<file path="src/rtl/div_pkg.sv">
// Shared types and constants for the restoring divider: FSM states,
// counter sizing and the quotient returned on a zero divisor.
package div_pkg;

    typedef enum logic [1:0] {
        IDLE,
        CALC,
        DONE
    } state_t;

    localparam int unsigned DEFAULT_WIDTH = 8;

    // All ones; sliced to WIDTH by the user.
    localparam logic [31:0] DBZ_QUOTIENT = '1;

    function automatic int unsigned cnt_width(input int unsigned width);
        return $clog2(width + 1);
    endfunction

endpackage

</file>
<file path="src/rtl/div_step.sv">
// One restoring-division step: shift {A,Q} left, ripple-subtract D from A
// at WIDTH+1 bits, keep the difference or restore based on the borrow.
module div_step #(
    parameter int unsigned WIDTH = 8
) (
    input  logic [WIDTH:0]   a,
    input  logic [WIDTH-1:0] q,
    input  logic [WIDTH-1:0] d,
    output logic [WIDTH:0]   a_next,
    output logic [WIDTH-1:0] q_next
);

    logic [WIDTH:0] sa;
    logic [WIDTH:0] sub;
    logic [WIDTH:0] diff;
    logic [WIDTH:0] borrow;
    logic           keep;

    always_comb begin
        sa     = {a[WIDTH-1:0], q[WIDTH-1]};
        sub    = {1'b0, d};
        borrow = '0;
        diff   = '0;
        for (int unsigned i = 0; i < WIDTH; i++) begin
            borrow[i+1] = (~sa[i] & sub[i]) | (~(sa[i] ^ sub[i]) & borrow[i]);
        end
        for (int unsigned i = 0; i <= WIDTH; i++) begin
            diff[i] = sa[i] ^ sub[i] ^ borrow[i];
        end
        // A set top bit of A would make the shifted value exceed any divisor.
        keep = ~diff[WIDTH] | a[WIDTH];
        if (keep) begin
            a_next = diff;
            q_next = {q[WIDTH-2:0], 1'b1};
        end else begin
            a_next = sa;
            q_next = {q[WIDTH-2:0], 1'b0};
        end
    end

endmodule

</file>
<file path="src/rtl/restoring_divider.sv">
// Multi-cycle unsigned divider: one quotient bit per clock through div_step,
// start/done handshake, registered results held until the next completion.
module restoring_divider
    import div_pkg::*;
#(
    parameter int unsigned WIDTH = DEFAULT_WIDTH
) (
    input  logic             clk,
    input  logic             rst_n,
    input  logic             start,
    input  logic [WIDTH-1:0] dividend,
    input  logic [WIDTH-1:0] divisor,
    output logic             busy,
    output logic             done,
    output logic [WIDTH-1:0] quotient,
    output logic [WIDTH-1:0] remainder,
    output logic             div_by_zero
);

    localparam int unsigned CW = cnt_width(WIDTH);

    state_t           state;
    state_t           state_next;
    logic [WIDTH:0]   a;
    logic [WIDTH-1:0] q;
    logic [WIDTH-1:0] d;
    logic [CW-1:0]    cnt;
    logic [WIDTH:0]   a_next;
    logic [WIDTH-1:0] q_next;
    logic             accept;
    logic             last_step;

    div_step #(.WIDTH(WIDTH)) u_step (
        .a      (a),
        .q      (q),
        .d      (d),
        .a_next (a_next),
        .q_next (q_next)
    );

    always_comb begin
        state_next = state;
        busy       = 1'b0;
        done       = 1'b0;
        accept     = start && (state != CALC);
        last_step  = (cnt == CW'(1));
        case (state)
            IDLE: begin
                if (accept) state_next = (divisor == '0) ? DONE : CALC;
            end
            CALC: begin
                busy = 1'b1;
                if (last_step) state_next = DONE;
            end
            DONE: begin
                done = 1'b1;
                if (accept) state_next = (divisor == '0) ? DONE : CALC;
                else        state_next = IDLE;
            end
            default: state_next = IDLE;
        endcase
    end

    always_ff @(posedge clk or negedge rst_n) begin
        if (!rst_n) state <= IDLE;
        else        state <= state_next;
    end

    always_ff @(posedge clk or negedge rst_n) begin
        if (!rst_n) begin
            a           <= '0;
            q           <= '0;
            d           <= '0;
            cnt         <= '0;
            quotient    <= '0;
            remainder   <= '0;
            div_by_zero <= 1'b0;
        end else if (accept) begin
            a   <= '0;
            q   <= dividend;
            d   <= divisor;
            cnt <= CW'(WIDTH);
            if (divisor == '0) begin
                quotient    <= DBZ_QUOTIENT[WIDTH-1:0];
                remainder   <= dividend;
                div_by_zero <= 1'b1;
            end
        end else if (state == CALC) begin
            a   <= a_next;
            q   <= q_next;
            cnt <= cnt - CW'(1);
            if (last_step) begin
                quotient    <= q_next;
                remainder   <= a_next[WIDTH-1:0];
                div_by_zero <= 1'b0;
            end
        end
    end

endmodule

</file>
<file path="config.mk">
export PLATFORM = sky130hd
export DESIGN_NAME = restoring_divider
export DESIGN_NICKNAME = d
export VERILOG_FILES = /design/src/rtl/div_pkg.sv /design/src/rtl/div_step.sv /design/src/rtl/restoring_divider.sv
export SDC_FILE = /design/constraint.sdc
export NUM_CORES = 1
export LEC_CHECK = 0
export CELL_PAD_IN_SITES_DETAIL_PLACEMENT = 0
export CELL_PAD_IN_SITES_GLOBAL_PLACEMENT = 1
export CORE_ASPECT_RATIO = 0.75
export CORE_MARGIN = 2
export CORE_UTILIZATION = 28
export DETAILED_ROUTE_END_ITERATION = 12
export GPL_TIMING_DRIVEN = 0
export PLACE_DENSITY = 0.55
export SLEW_MARGIN = 15
export SYNTH_ARGS = -nofsm -noshare
export SYNTH_HDL_FRONTEND = slang
export SYNTH_SLANG_ARGS = --single-unit
export TNS_END_PERCENT = 20
</file>
<file path="constraint.sdc">
create_clock -name clk -period 9.7 [get_ports clk]
set_clock_uncertainty 0.15 [all_clocks]
set_input_delay 2.91 -clock clk [delete_from_list [all_inputs] [get_ports clk]]
set_output_delay 2.91 -clock clk [all_outputs]
set_load 0.02 [all_outputs]
</file>
Word-level counts from Yosys, hierarchy flattened
Index checks and enable logic that the tools add are counted.
- word-level logic and storage cells: 105
- bits in latches: 0
- output and inout bits: 19
- bits in writable memories: 0
- input port bits: 19
- bits in read-only memories: 0
- memories kept: 0
- bits in registers: 48
- reduce and logical (&&, ||, !) cells: 7
- multiply operators: 0
- $add $sub $neg: 1
- bitwise gates (word level): 55
- equality and inequality tests: 7
- multiplexer cells: 27
- shift operators: 0
- divide/modulo/power cells: 0
- $lt $le $gt $ge: 0
- operators by type and width (operator ; count):
    8-bit two-way mux ; 10
    9-bit two-way mux ; 3
    1-bit NOT ; 16
    1-bit XOR ; 16
    1-bit bitwise AND ; 15
    8-bit zero test ; 1
    2-bit two-way mux ; 4
    4-bit two-way mux ; 2
    1-bit bitwise OR ; 8
    1-bit two-way mux ; 7
    2-bit one-hot mux with 3 select lines ; 1
    4-bit by 1-bit equality test with 1-bit output, second input constant ; 1
    2-bit by 1-bit != test with 1-bit output, second input constant ; 2
    2-bit != test, second input constant ; 2
    2-bit nonzero test ; 2
    4-bit by 1-bit subtractor with 4-bit output, second input constant ; 1
    3-bit AND reduction ; 1
    2-bit by 1-bit equality test with 1-bit output, second input constant ; 1
    2-bit equality test, second input constant ; 1
    2-bit zero test ; 1
    2-bit AND reduction ; 1
    1-bit logical AND ; 1

Logic depth before layout (Yosys ltp)
Gate-level depths: netlist of run 1.
- depth after elaboration: 23
- mapped depth: 15

Modules after synthesis
From an unflattened synthesis of run 1, not the netlist that was laid out.
- cells, all modules: 211
- area, all modules: 2459.9 µm²
- by module, submodules not included (module ; seq. area each (µm²) ; cells an instance ; instances ; area each (µm²)):
    restoring_divider ; 1201.2 ; 173 ; 1 ; 2083.2
    div_step ; 0.0 ; 38 ; 1 ; 376.6

Worst setup path after synthesis of run 1
Ideal clock, no wire load.
- path kind: flip-flop to output port
- start: register state[1]
- end: output port busy
- cell stages (with the launch flop): 6
- arrival: 1.104 ns
- required time: 6.640 ns
- path slack: 5.536 ns
- path buffers: 3
- cells stage by stage: dfrtp_1 -> nand2b_1 -> buf_2 -> inv_1 -> buf_2 -> buf_2
- word-level cells in the longest chain between the ends: 2
- ends and longest elaborated chain (what ; line ; RTL):
    from (decl) ; restoring_divider.sv:22 ; state_t state;
    from (signal assigned) ; restoring_divider.sv:66 ; else state <= state_next;
    2-bit by 1-bit equality test with 1-bit output ; restoring_divider.sv:47 ; case (state)
    1-bit two-way mux ; restoring_divider.sv:47 ;
    to (decl) ; restoring_divider.sv:13 ; output logic busy,
No other way between the ends.

Final worst setup path of run 1
Same ends and word-level chain as after synthesis.

==> results_dict.tcl, run 1 <==
set metrics [dict create \
    place_ws_ns 4.71 \
    clk_latency_ns 0.29 \
    core_area_mm2 0.00835 \
    holdPathEnd "cnt[3]" \
    synth_nets 238 \
    clk_pin_slew_ns 0.07 \
    wirelength_um 5770 \
    leakage_uw 0.00132 \
    dieArea_mm2 0.00927 \
    synth_warnings 0 \
    grt_util_met3 0.0312 \
    gr-max-usage-layer "met1" \
    drc 0 \
    cts_tree "done" \
    vias 1639 \
    vias_per_cell 4.52 \
    cts_setup_buffers 0 \
    port_buffers 37 \
    grt_pass1_wl_um 9480 \
    yosysUniqueCellTypes 33 \
    route.detailed.wl_per_inst_um 15.9 \
    cp-end-kind "primary output" \
    rsz0062_at_grt "no" \
    fmax_mhz 188 \
    finalSetupViolCount 0 \
    dpl.hpwl_um 4280 \
    drtPass1Iterations 4 \
    period_share 0.548 \
    crit_slowest_cell "clkdlybuf4s50_1" \
    rr_endpoint "a[5]" \
    synth_compound_area_frac 0.152 \
    cpPeakStageDelay_ns 0.64 \
    synth.area.top_cells "dfrtp_1, fa_1, mux2i_1, o21ai_0, a221oi_2" \
    htree_levels 2 \
    grt-ovfl-total 0 \
    hold_depth 1 \
    diodes 0 \
    ctsHoldBuffers 0 \
    stdcell_count 363 \
    power_density_mw_per_mm2 366 \
    cts_sinks 48 \
    rrSetupSlack_ns 5.18 \
    synth.avg_cell_area_um2 11.4 \
    rows 29 \
    yosys.area_share.simple 0.111 \
    crit_arrival_ns 2.26 \
    pin_count 38 \
    die_x_um 111 \
    maxSlewHeadroom 0.495 \
    status "finished clean" \
    synth_top_family_by_area "compound AO/OA/AOI/OAI gates" \
    antenna_found_initial 0 \
    grt_pass1_vias 1732 \
    ant_nets 0 \
    syn_to_final_growth_pct 29.0 \
    critPathTopFamily "buffers and inverters" \
    cts_buffers 5 \
    fill_cells 859 \
    synthXorXnorAreaFrac 0.00368 \
    worst_path_most_repeated_cell "buf_2" \
    cts.path.max_buffers 2 \
    crit_buf_inv 5 \
    setup_tns_ns 0 \
    root_buffer "clkbuf_16" \
    worstHoldPathType "flop to flop" \
    fin_crit_ns 5.32 \
    ys_seq_elements 48 \
    maxSlewViolCount 0 \
    use_met1 0.208 \
    initial_core_util 0.285 \
    track_usage 0.131 \
    finalWorstSetupSlack_ns 4.38 \
    synth_top_area_frac 0.504 \
    crit_chain "nand2b_1 -> buf_2 -> inv_1 -> buf_2 -> buf_2 -> clkdlybuf4s50_1" \
    rr_worst_depth 15 \
    use_met2 0.173 \
    dp_cells 355 \
    drt_iter0_drc 32 \
    ir_drop_uv 118 \
    yosysTopAreaCell "dfrtp_1" \
    die_h_um 83.9 \
    tightest_slew_ns 0.758 \
    maxCapViolCount 0 \
    crit_type "flop to primary output" \
    min_from "cnt[3]" \
    drive_above_1_share 0.141 \
    synthMuxAreaShare 0.0966 \
    synth_area_mm2 0.00238 \
    finalHoldViolations 0 \
    netlist_instances 209 \
    grt_max_degree 31 \
    layout_commonest_cell "dfrtp_1" \
    synth_edf_count 0 \
    nNetsFinal 283 \
    ys_seq_area_frac 0.504 \
    gp_congestion 0.787 \
    required_ns 6.64 \
    synth_ff_type "dfrtp_1" \
    critPathLaunchType "flop" \
    cts_resized 0 \
    r2r_start "q[7]" \
    cp_max_fo 10 \
    synthArstFlopShare 1.00 \
    synth_fa_ha_area_frac 0.0746 \
    final_cell_mix "dfrtp_1, clkdlybuf4s50_1, o21ai_0" \
]
## worst reg2reg max path: stages (launching register included)
cell	delay, ns
dfrtp_1	0.42
inv_1	0.07
ha_1	0.13
inv_1	0.05
fa_1	0.40
fa_1	0.42
fa_1	0.40
fa_1	0.39
fa_1	0.40
fa_1	0.36
inv_1	0.07
fa_1	0.22
xnor2_1	0.15
nor2_4	0.28
mux2i_1	0.34
o21ai_0	0.12
## synth_stat cells, drive strengths merged, types with 4 or more instances
cell type and count:
dfrtp 48, o21ai 27, inv 20, mux2i 14
nand2 14, buf 8, mux2 8, nor2 8
fa 7, nand3b 7, o22a 7, a221oi 6
clkbuf 4, nand2b 4
## flip-flops by register name, summed over array words and instances, names as in the netlist
signal,flops
state,2
cnt,4
quotient,8
div_by_zero,1
q,8
a,9
d,8
remainder,8
## through the flow
step	cell area (µm²)	hold slack [ns]	power, µW	util
after floorplan	2380	0.296	738	-
after global placement	2890	0.323	936	0.346
after detailed placement	2910	0.321	936	0.349
after CTS	3070	0.332	1140	0.368
after global routing	3070	0.359	1220	0.368
final	3070	0.327	1130	0.368
## metal layers
metal	wire [µm]	part of all wire
met1	3330	0.58
met2	2230	0.39
met3	193	0.033
met4	15	0.0026
met5	0	0
## cell families (layout without fill, tap and decap cells)
group	after synthesis	count (layout)
xor gates and xnor gates	1	1
DFF	48	48
buffers and inverters	32	78
and+or+nand+nor	46	46
AOI/OAI and AO/OA	50	50
adders and majority gates	10	10
muxes	22	22
## power breakdown
part	internal, µW	switching [µW]
clock network	121	74.6
registers	300	70.7
logic	253	307
total	674	452
## cell type report
class,instances,area [µm²],share of cell area
Sequential cell,48,1200,0.391
Multi-Input combinational cell,129,1040,0.340
Timing Repair Buffer,38,393,0.128
Tap cell,108,135,0.0440
Clock buffer,6,129,0.0419
Inverter,20,75.1,0.0244
Buffer,12,61.3,0.0199
Clock inverter,2,35.0,0.0114
## worst max path at each step
stage / from / depth (start not counted) / slack (ns) / endpoint
after detailed placement: state[1] / 6 / 4.71 / busy
after global routing: state[1] / 6 / 4.26 / busy
after CTS: state[1] / 6 / 4.39 / busy
final: state[1] / 6 / 4.38 / busy
after floorplan: state[1] / 5 / 5.54 / busy
after global placement: rst_n / 1 / 4.01 / cnt[3]
Power figures use the tool's default switching activity.
==> run 2: changes to the inputs <==
clock period = 4.9 ns   (was 9.7 ns; I/O delays follow)
==> results of run 2 <==
Same layout as run 1 (identical final DEF). Status: finished clean.
Main changes from that run: setup slack after placement 4.71 ns -> 0.388 ns; setup slack after layout 4.38 ns -> 0.380 ns; start point of the critical path state[1] -> q[7]; end point of the critical path busy -> a[5]; register-to-register setup slack 5.18 ns -> 0.38 ns; total power 1130 µW -> 2230 µW; worst IR drop on VDD 118 µV -> 233 µV
